===== config.mk =====
export PLATFORM = sky130hd
export DESIGN_NAME = regfile_wb_arbiter
export DESIGN_NICKNAME = d
export VERILOG_FILES = /design/src/rtl/regfile_pkg.sv /design/src/rtl/regfile_wb_arbiter_rr_arb2.sv /design/src/rtl/regfile_wb_arbiter.sv
export SDC_FILE = /design/constraint.sdc
export NUM_CORES = 1
export LEC_CHECK = 0
export BUFFER_PORTS_ARGS = -buffer_cell sky130_fd_sc_hd__buf_2
export CELL_PAD_IN_SITES_DETAIL_PLACEMENT = 1
export CELL_PAD_IN_SITES_GLOBAL_PLACEMENT = 1
export CORE_ASPECT_RATIO = 0.8
export CORE_UTILIZATION = 34
export DETAILED_ROUTE_END_ITERATION = 7
export PLACE_DENSITY = 0.88
export SYNTH_ARGS = -nofsm -noshare
export SYNTH_HDL_FRONTEND = slang
export SYNTH_HIERARCHICAL = 1
export SYNTH_SLANG_ARGS = --single-unit

===== constraint.sdc =====
create_clock -name clk -period 3.9 [get_ports clk]
set_input_delay 0.78 -clock clk [delete_from_list [all_inputs] [get_ports clk]]
set_output_delay 0.78 -clock clk [all_outputs]
set_load 0.02 [all_outputs]

===== src/rtl/regfile_pkg.sv =====
// ----------------------------------------------------------------------------
// regfile_pkg
// Shared definitions for the register-file writeback path.
//   DATA_W / ADDR_W : default write-data and register-index widths
//   ZERO_REG        : index of the hardwired-zero register ($0)
//   wb_req_t        : one writeback request (valid, destination, data)
//   wb_src_e        : identity of a writeback requester (ALU or memory)
//   is_zero_reg()   : true when a destination index names $0
// ----------------------------------------------------------------------------
package regfile_pkg;

    localparam int DATA_W = 16;
    localparam int ADDR_W = 4;

    localparam logic [ADDR_W-1:0] ZERO_REG = 4'h0;

    typedef struct packed {
        logic              valid;
        logic [ADDR_W-1:0] addr;
        logic [DATA_W-1:0] data;
    } wb_req_t;

    typedef enum logic {
        SRC_ALU = 1'b0,
        SRC_MEM = 1'b1
    } wb_src_e;

    function automatic logic is_zero_reg(input logic [ADDR_W-1:0] addr);
        return (addr == ZERO_REG);
    endfunction

endpackage


===== src/rtl/regfile_wb_arbiter_rr_arb2.sv =====
// ----------------------------------------------------------------------------
// rr_arb2
// Two-way round-robin arbiter. Holds the last-served flop; when both
// requesters are pending, the one not served last wins.
// Ports:
//   clk      in   system clock
//   rst      in   synchronous active-high reset (last-served -> requester 1,
//                 so requester 0 wins the first contention)
//   req      in   [1:0] pending requests (already qualified by the caller)
//   advance  in   a granted transfer completed this cycle
//   gnt      out  [1:0] one-hot grant, or zero when nothing is pending
// ----------------------------------------------------------------------------
module rr_arb2
    import regfile_pkg::*;
(
    input  logic       clk,
    input  logic       rst,
    input  logic [1:0] req,
    input  logic       advance,
    output logic [1:0] gnt
);

    wb_src_e    last_r;
    logic [1:0] gnt_s;

    // Grant selection: a lone request wins outright, a tie goes to the
    // requester other than the one served last.
    always_comb begin
        gnt_s = 2'b00;
        case (req)
            2'b01:   gnt_s = 2'b01;
            2'b10:   gnt_s = 2'b10;
            2'b11:   gnt_s = (last_r == SRC_MEM) ? 2'b01 : 2'b10;
            default: gnt_s = 2'b00;
        endcase
    end

    assign gnt = gnt_s;

    // Last-served pointer: moves only when a grant actually transfers.
    always_ff @(posedge clk) begin
        if (rst) begin
            last_r <= SRC_MEM;
        end else if (advance && (gnt_s != 2'b00)) begin
            last_r <= gnt_s[1] ? SRC_MEM : SRC_ALU;
        end else begin
            last_r <= last_r;
        end
    end

endmodule


===== src/rtl/regfile_wb_arbiter.sv =====
// ----------------------------------------------------------------------------
// regfile_wb_arbiter
// Shares the single register-file write port between the ALU result
// (requester 0) and the memory load return (requester 1) with round-robin
// arbitration and a valid/ready handshake. The winning write is registered
// and reaches the register file one cycle after acceptance. Writes to $0
// still complete the handshake but are dropped and counted (saturating).
//
// Optional feature, macro WB_BYPASS_EN: adds decode-stage forwarding ports
// (rd_addr1/rd_addr2 in, byp_hit1/byp_hit2/byp_data out) that flag a read
// of the register currently being written.
//
// Ports:
//   clk, rst                  clock, synchronous active-high reset
//   req0_valid/addr/data      requester 0 (ALU) write request
//   req0_ready                requester 0 accepted this cycle (combinational)
//   req1_valid/addr/data      requester 1 (memory) write request
//   req1_ready                requester 1 accepted this cycle (combinational)
//   hold                      blocks all acceptance (pipeline freeze)
//   wr_en, wr_addr, wr_data   registered register-file write port
//   drop_cnt                  saturating count of dropped $0 writes
// ----------------------------------------------------------------------------
module regfile_wb_arbiter #(
    parameter int DATA_W = 16,
    parameter int ADDR_W = 4,
    parameter int CNT_W  = 8
) (
    input  logic              clk,
    input  logic              rst,
    input  logic              req0_valid,
    input  logic [ADDR_W-1:0] req0_addr,
    input  logic [DATA_W-1:0] req0_data,
    output logic              req0_ready,
    input  logic              req1_valid,
    input  logic [ADDR_W-1:0] req1_addr,
    input  logic [DATA_W-1:0] req1_data,
    output logic              req1_ready,
    input  logic              hold,
`ifdef WB_BYPASS_EN
    input  logic [ADDR_W-1:0] rd_addr1,
    input  logic [ADDR_W-1:0] rd_addr2,
    output logic              byp_hit1,
    output logic              byp_hit2,
    output logic [DATA_W-1:0] byp_data,
`endif
    output logic              wr_en,
    output logic [ADDR_W-1:0] wr_addr,
    output logic [DATA_W-1:0] wr_data,
    output logic [CNT_W-1:0]  drop_cnt
);

    import regfile_pkg::*;

    localparam logic [ADDR_W-1:0] ZERO_ADDR = ADDR_W'(ZERO_REG);
    localparam logic [CNT_W-1:0]  CNT_MAX   = {CNT_W{1'b1}};
    localparam logic [CNT_W-1:0]  CNT_ONE   = {{(CNT_W-1){1'b0}}, 1'b1};

    // Saturating increment for the dropped-write counter.
    function automatic logic [CNT_W-1:0] sat_inc(input logic [CNT_W-1:0] v);
        if (v == CNT_MAX) begin
            return v;
        end else begin
            return v + CNT_ONE;
        end
    endfunction

    logic [1:0]        req_s;
    logic [1:0]        gnt_s;
    logic              xfer_s;
    logic [ADDR_W-1:0] sel_addr_s;
    logic [DATA_W-1:0] sel_data_s;

    logic              wr_en_r;
    logic [ADDR_W-1:0] wr_addr_r;
    logic [DATA_W-1:0] wr_data_r;
    logic [CNT_W-1:0]  drop_cnt_r;

    // Requests are only visible to the arbiter outside reset and freeze, so
    // both readies are low in those cycles.
    assign req_s = {req1_valid, req0_valid} & {2{~rst & ~hold}};

    rr_arb2 u_arb (
        .clk     (clk),
        .rst     (rst),
        .req     (req_s),
        .advance (xfer_s),
        .gnt     (gnt_s)
    );

    assign req0_ready = gnt_s[0];
    assign req1_ready = gnt_s[1];

    // A grant is only ever issued to a valid requester, so any grant is a
    // completed handshake.
    assign xfer_s = (gnt_s[0] & req0_valid) | (gnt_s[1] & req1_valid);

    // Address/data of the winning requester.
    always_comb begin
        sel_addr_s = req0_addr;
        sel_data_s = req0_data;
        if (gnt_s[1]) begin
            sel_addr_s = req1_addr;
            sel_data_s = req1_data;
        end else begin
            sel_addr_s = req0_addr;
            sel_data_s = req0_data;
        end
    end

    // Write-port register stage and $0 drop counter. wr_en is a single-cycle
    // pulse per transfer; address/data hold between transfers.
    always_ff @(posedge clk) begin
        if (rst) begin
            wr_en_r    <= 1'b0;
            wr_addr_r  <= '0;
            wr_data_r  <= '0;
            drop_cnt_r <= '0;
        end else if (xfer_s) begin
            wr_addr_r <= sel_addr_s;
            wr_data_r <= sel_data_s;
            if (sel_addr_s == ZERO_ADDR) begin
                wr_en_r    <= 1'b0;
                drop_cnt_r <= sat_inc(drop_cnt_r);
            end else begin
                wr_en_r    <= 1'b1;
                drop_cnt_r <= drop_cnt_r;
            end
        end else begin
            wr_en_r    <= 1'b0;
            wr_addr_r  <= wr_addr_r;
            wr_data_r  <= wr_data_r;
            drop_cnt_r <= drop_cnt_r;
        end
    end

    assign wr_en    = wr_en_r;
    assign wr_addr  = wr_addr_r;
    assign wr_data  = wr_data_r;
    assign drop_cnt = drop_cnt_r;

`ifdef WB_BYPASS_EN
    // Forward the in-flight write to decode; $0 never forwards since it
    // always reads as zero.
    assign byp_hit1 = wr_en_r && (wr_addr_r == rd_addr1) && (rd_addr1 != ZERO_ADDR);
    assign byp_hit2 = wr_en_r && (wr_addr_r == rd_addr2) && (rd_addr2 != ZERO_ADDR);
    assign byp_data = wr_data_r;
`endif

endmodule


# [After elaboration in Yosys (flattened, before gate mapping)]
# Index checks and enable logic that the tools add are counted.
# W data, S select, Z words.
[totals] regBits=30 inputBits=45 elab_cells=30
[op_classes] n_addsub=1 n_eq_ne=4 n_mux=6 bitwise=9 n_reduce_logical=5
[op_table] cell="$mux W16" n=1
[op_table] cell="$add A8 B1 Y8 const B" n=1
[op_table] cell="$eq A8 B8 Y1 const B" n=1
[op_table] cell="$pmux W2 S3" n=1
[op_table] cell="$eq A2 B2 Y1 const B" n=2
[op_table] cell="$logic_not A4 Y1" n=1
[op_table] cell="$mux W4" n=1
[op_table] cell="$not A1 Y1" n=4
[op_table] cell="$and A1 B1 Y1" n=3
[op_table] cell="$reduce_and A3 Y1" n=1
[op_table] cell="$and A2 B2 Y2" n=1
[op_table] cell="$eq A2 B1 Y1 const B" n=1
[op_table] cell="$mux W1" n=2
[op_table] cell="$mux W2" n=1
[op_table] cell="$reduce_bool A2 Y1" n=1
[op_table] cell="$reduce_or A2 Y1" n=1
[op_table] cell="$logic_and A1 B1 Y1" n=1
[op_table] cell="$or A1 B1 Y1" n=1

# [Logic depth before layout (Yosys ltp)]
# Gate-level depths: netlist of run 1.
[logic_depth] word_depth=9 depth_mapped=9 ltp_nobuf=6

# [Modules after synthesis]
# Netlist of run 1, hierarchy kept.
[modules_own_cells] mod="regfile_wb_arbiter" instances=1 cells_each=145 area_per_inst_um2=1378.8 seq_area_each_um2=580.6
[modules_own_cells] mod="rr_arb2" instances=1 cells_each=7 area_per_inst_um2=61.3 seq_area_each_um2=20.0

# [Worst setup path after synthesis of run 1]
# No wires, ideal clock.
[synth_timing] kind="input-to-reg" start="in rst" end="reg drop_cnt_r[7] (netlist: drop_cnt[7])" setup_time_ns=0.121 arrival_time_ns=3.104 required_ns=3.779 setup_slack_ns=0.675 cell_stages=9 cell_sequence="clkbuf_1 nor3b_1 a21boi_0 buf_6 a22oi_1 a41o_1 buf_6 nor3_1 mux2_2"
[synth_between] elab_chain_len=8 elab_cells_between_ends=13 classes_between="eq/ne: 3; mux: 2; bitwise: 6; reduce/logical: 2"
[synth_rtl] item="start, declared" line="regfile_wb_arbiter.sv:29" text="input logic rst,"
[synth_rtl] item="$not A1 Y1 *" line="regfile_wb_arbiter.sv:80" text="assign req_s = {req1_valid, req0_valid} & {2{~rst & ~hold}};"
[synth_rtl] item="$and A1 B1 Y1 *" line="regfile_wb_arbiter.sv:80"
[synth_rtl] item="$and A2 B2 Y2 *" line="regfile_wb_arbiter.sv:80"
[synth_rtl] item="named net req_s[1]" line="regfile_wb_arbiter.sv:67" text="logic [1:0] req_s;"
[synth_rtl] item="$eq A2 B2 Y1 / $eq A2 B1 Y1 (equally long branches)" line="regfile_wb_arbiter_rr_arb2.sv:30" text="case (req)"
[synth_rtl] item="$pmux W2 S3 *" line="regfile_wb_arbiter_rr_arb2.sv:30"
[synth_rtl] item="named net req1_ready" line="regfile_wb_arbiter.sv:37" text="output logic req1_ready,"
[synth_rtl] item="$mux W4 / $and A1 B1 Y1 (equally long branches)" line="regfile_wb_arbiter.sv:101, regfile_wb_arbiter.sv:95"
[synth_rtl] item="$logic_not A4 Y1 / $or A1 B1 Y1 (equally long branches)" line="regfile_wb_arbiter.sv:121, regfile_wb_arbiter.sv:95"
[synth_rtl] item="$reduce_and A3 Y1 (no source line) *"
[synth_rtl] item="end signal, assigned" line="regfile_wb_arbiter.sv:123" text="drop_cnt_r <= sat_inc(drop_cnt_r);"
[synth_rtl] item="end signal, assigned" line="regfile_wb_arbiter.sv:126" text="drop_cnt_r <= drop_cnt_r;"
[synth_rtl] item="end signal, assigned" line="regfile_wb_arbiter.sv:132" text="drop_cnt_r <= drop_cnt_r;"
[synth_rtl] item="end, declared" line="regfile_wb_arbiter.sv:76" text="logic [CNT_W-1:0] drop_cnt_r;"
# The timed path passes the listed nets; every way through them passes the cells marked *.
# A chain may end at the register's enable or synchronous reset.

# [Worst setup path in the final report of run 1]
[layout_timing] start="in rst" end="out req1_ready"
[layout_between] elab_chain_len=5 elab_cells_between_ends=7 classes_between="eq/ne: 3; mux: 1; bitwise: 3"
[layout_rtl] item="$not A1 Y1 *" line="regfile_wb_arbiter.sv:80"
[layout_rtl] item="$and A1 B1 Y1 *" line="regfile_wb_arbiter.sv:80"
[layout_rtl] item="$and A2 B2 Y2 *" line="regfile_wb_arbiter.sv:80"
[layout_rtl] item="named net req_s[1]" line="regfile_wb_arbiter.sv:67"
[layout_rtl] item="$eq A2 B2 Y1 / $eq A2 B1 Y1 (equally long branches)" line="regfile_wb_arbiter_rr_arb2.sv:30"
[layout_rtl] item="$pmux W2 S3 *" line="regfile_wb_arbiter_rr_arb2.sv:30"
[layout_rtl] item="end, declared" line="regfile_wb_arbiter.sv:37"
# Marks and branches as above.

==> impl_results.md, run 1 <==
- Run status: completed
- Slew Limit Fails: 0
- DR iter-0 viols: 36
- Switching share of power: about a quarter
- Cell internal pwr: about 500 uW
- Final ANT Viol Nets: 0
- Highest-delay cell along the critical path: nor3b_1
- Final nets: 271
- DP Area: ~1900 sq um
- Drt drc: 0
- Final setup fails: 0
- Share of the synthesized area in the top cell type: between 40% and 50%
- Routed WL: slightly below 4000 microns
- Fillcell total: around 500
- GPL Wtd Cong: 0.760
- Ports: 76
- DR WL/cell: 14.0 microns
- Design area: slightly below 2000 sq um
- Overflow after GRT: 0
- Combinational fraction of design power: 16.5%
- Maxcap violations: 0
- Top sig layer: met4
- Cell mode on critical path: buf_2
- Relative max-transition margin: between 60% and 70%
- Post-cts sizing count: 0
- Switching pwr: between 150 and 200 uW
- Sequential Power Share: 47.8%
- Mapped Area: 1440 sq um
- Fmax: ~340 MHz
- Clock root buffer: clkbuf_8
- Core ar.: between 3000 and 4000 sq um
- Initial antenna violation count: 0
- H-tree levels: 2
- Synth unique cells: 32
- 1st-pass router iterations: 4
- Synth warnings: 6
- Number of global-route vias before repair: 1380
- Initial Util: 36.7%
- Pleak: 0.830 nW
- Finished Core Util: 49.6%
- Critical path type: in2out
- WL met3: about 260 microns
- Number of diodes: 0
- Crit-path max FO: 33
- Crit end category: output port
- Critical path cell sequence: buf_2, nor3b_1, a21boi_4, buf_4, buf_2
- Max Root-Sink Buffers: 2
- Top cells by area, synth: dfxtp_1 (42%), mux2i_1 (14%), a211oi_1 (10%)
- Syn_nets: 198
- Die Y: 60.2 microns
- Yosys top cell by area: dfxtp_1
- Final hold violation count: 0
- Asr flop ratio synth: 0%
- Worst Setup Start Kind: input port
- Total GRT Usage: 19.2%
- Syn_area_per_cell: 9.47 sq um
- Unrepaired setup endpoints after global routing: false
- CTS sink count: 30
- Clk_skew: ~0.0014 ns
- I/O Buffers: 75
- TritonCTS buffer count: 5
- Clock share of power: between 30% and 40%
- Req. time, crit path: 3.12 ns
- Fin Setup TNS: 0 ns
- Critical path's top delay family: buffers and inverters
- Worst-path clk slew: 0.06 ns
- EDFF count, synth: 0
- Part of the Yosys area used for sequential elements: 41.7%
- Setup Fix Bufs, Post-CTS: 0
- Synth-to-Final Area Change: 35.4%
- Die width: 74.8 microns
- Most common library cell in the layout ignoring fill and taps: buf_2
- Peak supply drop: 0.130 mV
- CP bufs+invs: 3
- HPWL after DPL: 2910 microns
- First-pass GRT wire length: 6160 microns
- Via count: 1443
- Met1 WL: 1660 microns
- Post-CTS Hold Buffers: 0
- Largest net degree at the start of global routing: 34
- Cells after synthesis: 152
- Die area: 4500 sq um
- Seq cells post-synth: 30
- Commonest cells after routing, fill and taps aside: buf_2 (75), dfxtp_1 (30), nor2_1 (22)
- Power per cell area: 349 nW/um^2
- Main synth FF type: dfxtp_1
- Arr. time, crit path: 2.20 ns
- Met2 WL post-DR: 1860 microns
- Largest stage delay on the critical path: a little over 0.4 ns
- Tcrit/Tclk final: 76.4%
- Worst-Margin Slew: 0.595 ns
- Period minus WS final: 2.98 ns
- Clock latency on the worst-skew pair: between 0.2 and 0.3 ns
- FP Rows: 20
- Tightest Hold Check Type: reg2reg
- Share of cells above drive strength 1: 40.6%
- DR vias/cell: between 5 and 6
- CTS tree: yes
-- logic make-up (layout without fill, tap and decap cells) --
family | after synthesis | after routing | share of synthesized area (%)
adder cells (fa/ha/maj) | 1 | 1 | 0.869
multiplexers | 21 | 21 | 14.7
AO/OA/AOI/OAI | 41 | 41 | 20.4
AND/OR/NAND/NOR | 44 | 44 | 17.1
flip-flops | 30 | 30 | 41.7
buffers and inverters | 15 | 87 | 5.21
-- flip-flops by register name, indices dropped and copies added, names as in the netlist --
signal        cells
wr_en             1
wr_data          16
u_arb/last_r      1
wr_addr           4
drop_cnt          8
-- synth_stat cells, types with 3 or more instances --
cell	number
mux2i_1	20
a21oi_1	8
clkbuf_1	7
nor3b_1	3
nor2_1	22
inv_1	3
o31ai_1	5
or4_1	5
a211oi_1	20
dfxtp_1	30
buf_2	3
-- cell type report --
| cell class | instances | area, sq um | share of cell area (%) |
|---|---|---|---|
| Tap cell | 55 | 68.8 | 3.53 |
| Inverter | 3 | 11.3 | 0.578 |
| Clock buffer | 6 | 82.6 | 4.24 |
| Timing Repair Buffer | 78 | 410 | 21.1 |
| Multi-Input combinational cell | 107 | 776 | 39.8 |
| Sequential cell | 30 | 601 | 30.8 |
-- final timing paths --
path,from,endpoint,slack [ns],depth (start not counted)
worst min-delay path,wr_data[12],wr_data[12],0.50,2
worst max register to register,u_arb/last_r,drop_cnt[4],1.88,6
worst min register to register,wr_data[12],wr_data[12],0.50,2
worst max-delay path,rst,req1_ready,0.92,5
-- layer usage --
layer,track usage (%),vias to the layer above
met5,0,-
met4,13.2,0
met3,5.56,10
met2,31.8,56
met1,21.2,663
li1,-,714
-- power by group through the flow --
| stage | clock network (mW) | registers, mW | logic (mW) |
|---|---|---|---|
| 2_1_floorplan | 0 | 0.348 | 0.0493 |
| 3_3_place_gp | 0 | 0.332 | 0.111 |
| 3_5_place_dp | 0 | 0.332 | 0.113 |
| 4_1_cts | 0.252 | 0.326 | 0.114 |
| 5_1_grt | 0.267 | 0.327 | 0.123 |
| 6_report | 0.243 | 0.326 | 0.112 |
-- stage by stage --
stage          hold WS [ns]  power, mW  setup slack, ns  std cells
2_1_floorplan         0.495      0.397            0.675        152
3_3_place_gp          0.487      0.443            0.752        273
3_5_place_dp          0.493      0.446            0.677        273
4_1_cts               0.502      0.692            0.934        279
5_1_grt               0.519      0.717            0.716        279
6_report              0.495      0.681            0.922        279
-- worst reg2reg max path, delay by kind of cell (launching register included) --
kind	cells	cell delay, ns
flip-flops	1	0.36
buffers and inverters	1	0.24
AO/OA/AOI/OAI	4	0.84
AND/OR/NAND/NOR	1	0.52
Power figures use the tool's default switching activity.
==> inputs of run 2 (changes only) <==
- CORE_UTILIZATION: 34 -> 28
- PLACE_DENSITY: 0.88 -> 0.78
- clock period: 3.9 -> 2.7 ns (I/O delays scaled with it)
==> run 2 against run 1 <==
Cell area up 0.83%; routed wire length down 1.9%; worst hold slack about the same; sequential cell count unchanged; sequential power increased by 44%; cell count rose by 3.2%; worst setup slack worse by 0.48 ns; combinational power grew 46%; clock power increased by 36%; total power increased by 41%; critical path type unchanged; highest routed layer unchanged; count of clock-buffer cells in the layout fell by 1; first-iteration DRC count rose by 31%; largest power group unchanged.
==> impl_results.md, run 2 (synthesized netlist as in run 1, its figures left out) <==
- Met2 WL post-DR: 1690 microns (-9.3%)
- Crit end category: output port
- Drt drc: 0 (unchanged)
- Worst r2r src: u_arb/last_r
- Hold Path End: wr_data[0]
- Total GRT Usage: 15.0% (-4.2 points)
- Met1 WL: 1830 microns (+11%)
- Slew Limit Fails: 0 (unchanged)
- Switching pwr: 259 uW (+46%)
- Die width: 82.2 microns (+9.9%)
- DR WL/cell: 13.3 microns (-5.0%)
- FP Rows: 22 (+10%)
- R2R cell count: 6 (unchanged)
- Critical path type: in2out
- 1st-pass router iterations: 3 (-1)
- Total power: 963 uW (+41%)
- # placed instances: 281 (+2.9%)
- Final hold violation count: 0 (unchanged)
- CTS tree: yes
- Peak supply drop: 0.305 mV (+130%)
- Initial antenna violation count: 0 (unchanged)
- Ports: 76 (unchanged)
- Switching share of power: 26.9% (+0.80 points)
- Die area: 5440 sq um (+21%)
- Relative max-transition margin: 59.4% (-0.95 points)
- Post-CTS Hold Buffers: 0 (unchanged)
- Tcrit/Tclk final: a little over four fifths
- Initial Util: 30.2% (-6.4 points)
- GPL Wtd Cong: 0.744 (-2.1%)
- Number of global-route vias before repair: 1329 (-3.7%)
- Clock latency on the worst-skew pair: 0.27 ns (about the same)
- Cell internal pwr: 704 uW (+40%)
- Die Y: 66.1 microns (+9.9%)
- H-tree levels: 2 (unchanged)
- Layout Cells excl Fill: 288 (+3.2%)
- Share of cells above drive strength 1: 42.1% (+1.5 points)
- Worst Hold Launch: wr_data[0]
- CTS sink count: 30 (unchanged)
- Worst-path clk slew: 0.06 ns (about the same)
- WL met3: 241 microns (-6.9%)
- Final nets: 274 (+1.1%)
- Fin Setup TNS: 0 ns (unchanged)
- Fillcell total: 582 (+20%)
- Crit-path max FO: 12 (-64%)
- Fin Hold WS: 0.496 ns (+0.000280 ns)
- Setup Fix Bufs, Post-CTS: 0 (unchanged)
- Core ar.: 4760 sq um (+21%)
- DR iter-0 viols: 47 (+31%)
- Final ANT Viol Nets: 0 (unchanged)
- Commonest cells after routing, fill and taps aside: buf_2 (75), dfxtp_1 (30), nor2_1 (22)
- Overflow after GRT: 0 (unchanged)
- Fmax: 443 MHz
- Clock root buffer: clkbuf_8
- First-pass GRT wire length: 6020 microns (-2.2%)
- Number of diodes: 0 (unchanged)
- Clock share of power: 34.3% (-1.4 points)
- Clk_skew: 0.00312 ns (+0.00173 ns)
- Routed WL: 3830 microns (-1.9%)
- Final setup fails: 0 (unchanged)
- Combinational fraction of design power: 16.9% (+0.4 points)
- Via count: 1405 (-2.6%)
- Maxcap violations: 0 (unchanged)
- Max Root-Sink Buffers: 2 (unchanged)
- Sequential Power Share: 48.8% (+1.0 points)
- Req. time, crit path: 2.16 ns (-0.96 ns)
- Pleak: 0.844 nW (+1.7%)
- Run status: completed
- DR vias/cell: 4.88 (-5.7%)
- Synth-to-Final Area Change: 36.5%
- FF-to-FF End: drop_cnt[7]
- I/O Buffers: 75 (unchanged)
- Tightest Hold Check Type: reg2reg
- Worst R2R Setup Slack: 0.80 ns (-1.08 ns)
- Worst Setup Start Kind: input port
- Period minus WS final: 2.26 ns
- Max reg flops: 16 (unchanged)
- Unrepaired setup endpoints after global routing: false
- HPWL after DPL: 2840 microns (-2.4%)
- Post-cts sizing count: 0 (unchanged)
- Most common library cell in the layout ignoring fill and taps: buf_2
- Arr. time, crit path: 1.72 ns (-0.48 ns)
- Largest net degree at the start of global routing: 43 (+26%)
- Hold Crit Depth: 2 (unchanged)
- Top sig layer: met4
- TritonCTS buffer count: 5 (unchanged)
- Worst-Margin Slew: 0.609 ns (+0.0142 ns)
- Power per cell area: 490 nW/um^2 (+40%)
[run 2: cell types whose count changed in the layout (fill, tap and decap cells not counted)]
cell      previous run  this run
a21boi_2             0         1
clkbuf_8             6         5
buf_4                2         6
buf_12               1         0
a21boi_0             1         0
clkinv_2             0         2
[run 2: stage by stage]
stage	utilization (%)	instance area [sq um]	worst slack (ns)
4_1_cts	41.3	1970	0.408
3_3_place_gp	39.6	1890	0.279
2_1_floorplan	-	1450	0.00572
6_report	41.3	1970	0.441
5_1_grt	41.3	1970	0.235
3_5_place_dp	39.6	1890	0.151
[run 2: power groups by stage]
| stage | Sequential (mW) | Combinational [mW] | Clock, mW |
|---|---|---|---|
| floorplan | 0.503 | 0.0720 | 0 |
| global placement | 0.479 | 0.161 | 0 |
| detailed placement | 0.480 | 0.165 | 0 |
| CTS | 0.470 | 0.165 | 0.348 |
| global route | 0.471 | 0.180 | 0.369 |
| finish | 0.470 | 0.163 | 0.331 |
[run 2: how the worst max path moves through the flow]
| stage | endpoint | from | slack [ns] | cells after the start |
|---|---|---|---|---|
| 3_5_place_dp | drop_cnt[7] | hold | 0.15 | 7 |
| 5_1_grt | drop_cnt[5] | hold | 0.24 | 7 |
| 3_3_place_gp | drop_cnt[5] | hold | 0.28 | 7 |
| 4_1_cts | req1_ready | hold | 0.41 | 5 |
| 2_1_floorplan | drop_cnt[7] | rst | 0.006 | 9 |
| 6_report | req1_ready | hold | 0.44 | 5 |
[run 2: layout make-up]
cell class / instances / area, sq um / area share [%]
Multi-Input combinational cell: 107 / 779 / 39.7
Sequential cell: 30 / 601 / 30.6
Timing Repair Buffer: 81 / 420 / 21.4
Tap cell: 60 / 75.1 / 3.82
Clock buffer: 5 / 68.8 / 3.50
Inverter: 3 / 11.3 / 0.573
Clock inverter: 2 / 10.0 / 0.509
[run 2: metal layers]
layer  GRT usage, %  vias to the layer above
li1               -                      716
met1           18.5                      641
met2           23.1                       44
met3           4.69                        4
met4           7.68                        0
met5              0                        -
[run 2: worst max-delay path, cell delays in order]
cell and delay (ns):
buf_2 0.10, nor3b_1 0.26, a21boi_4 0.32, buf_4 0.28, buf_2 0.21
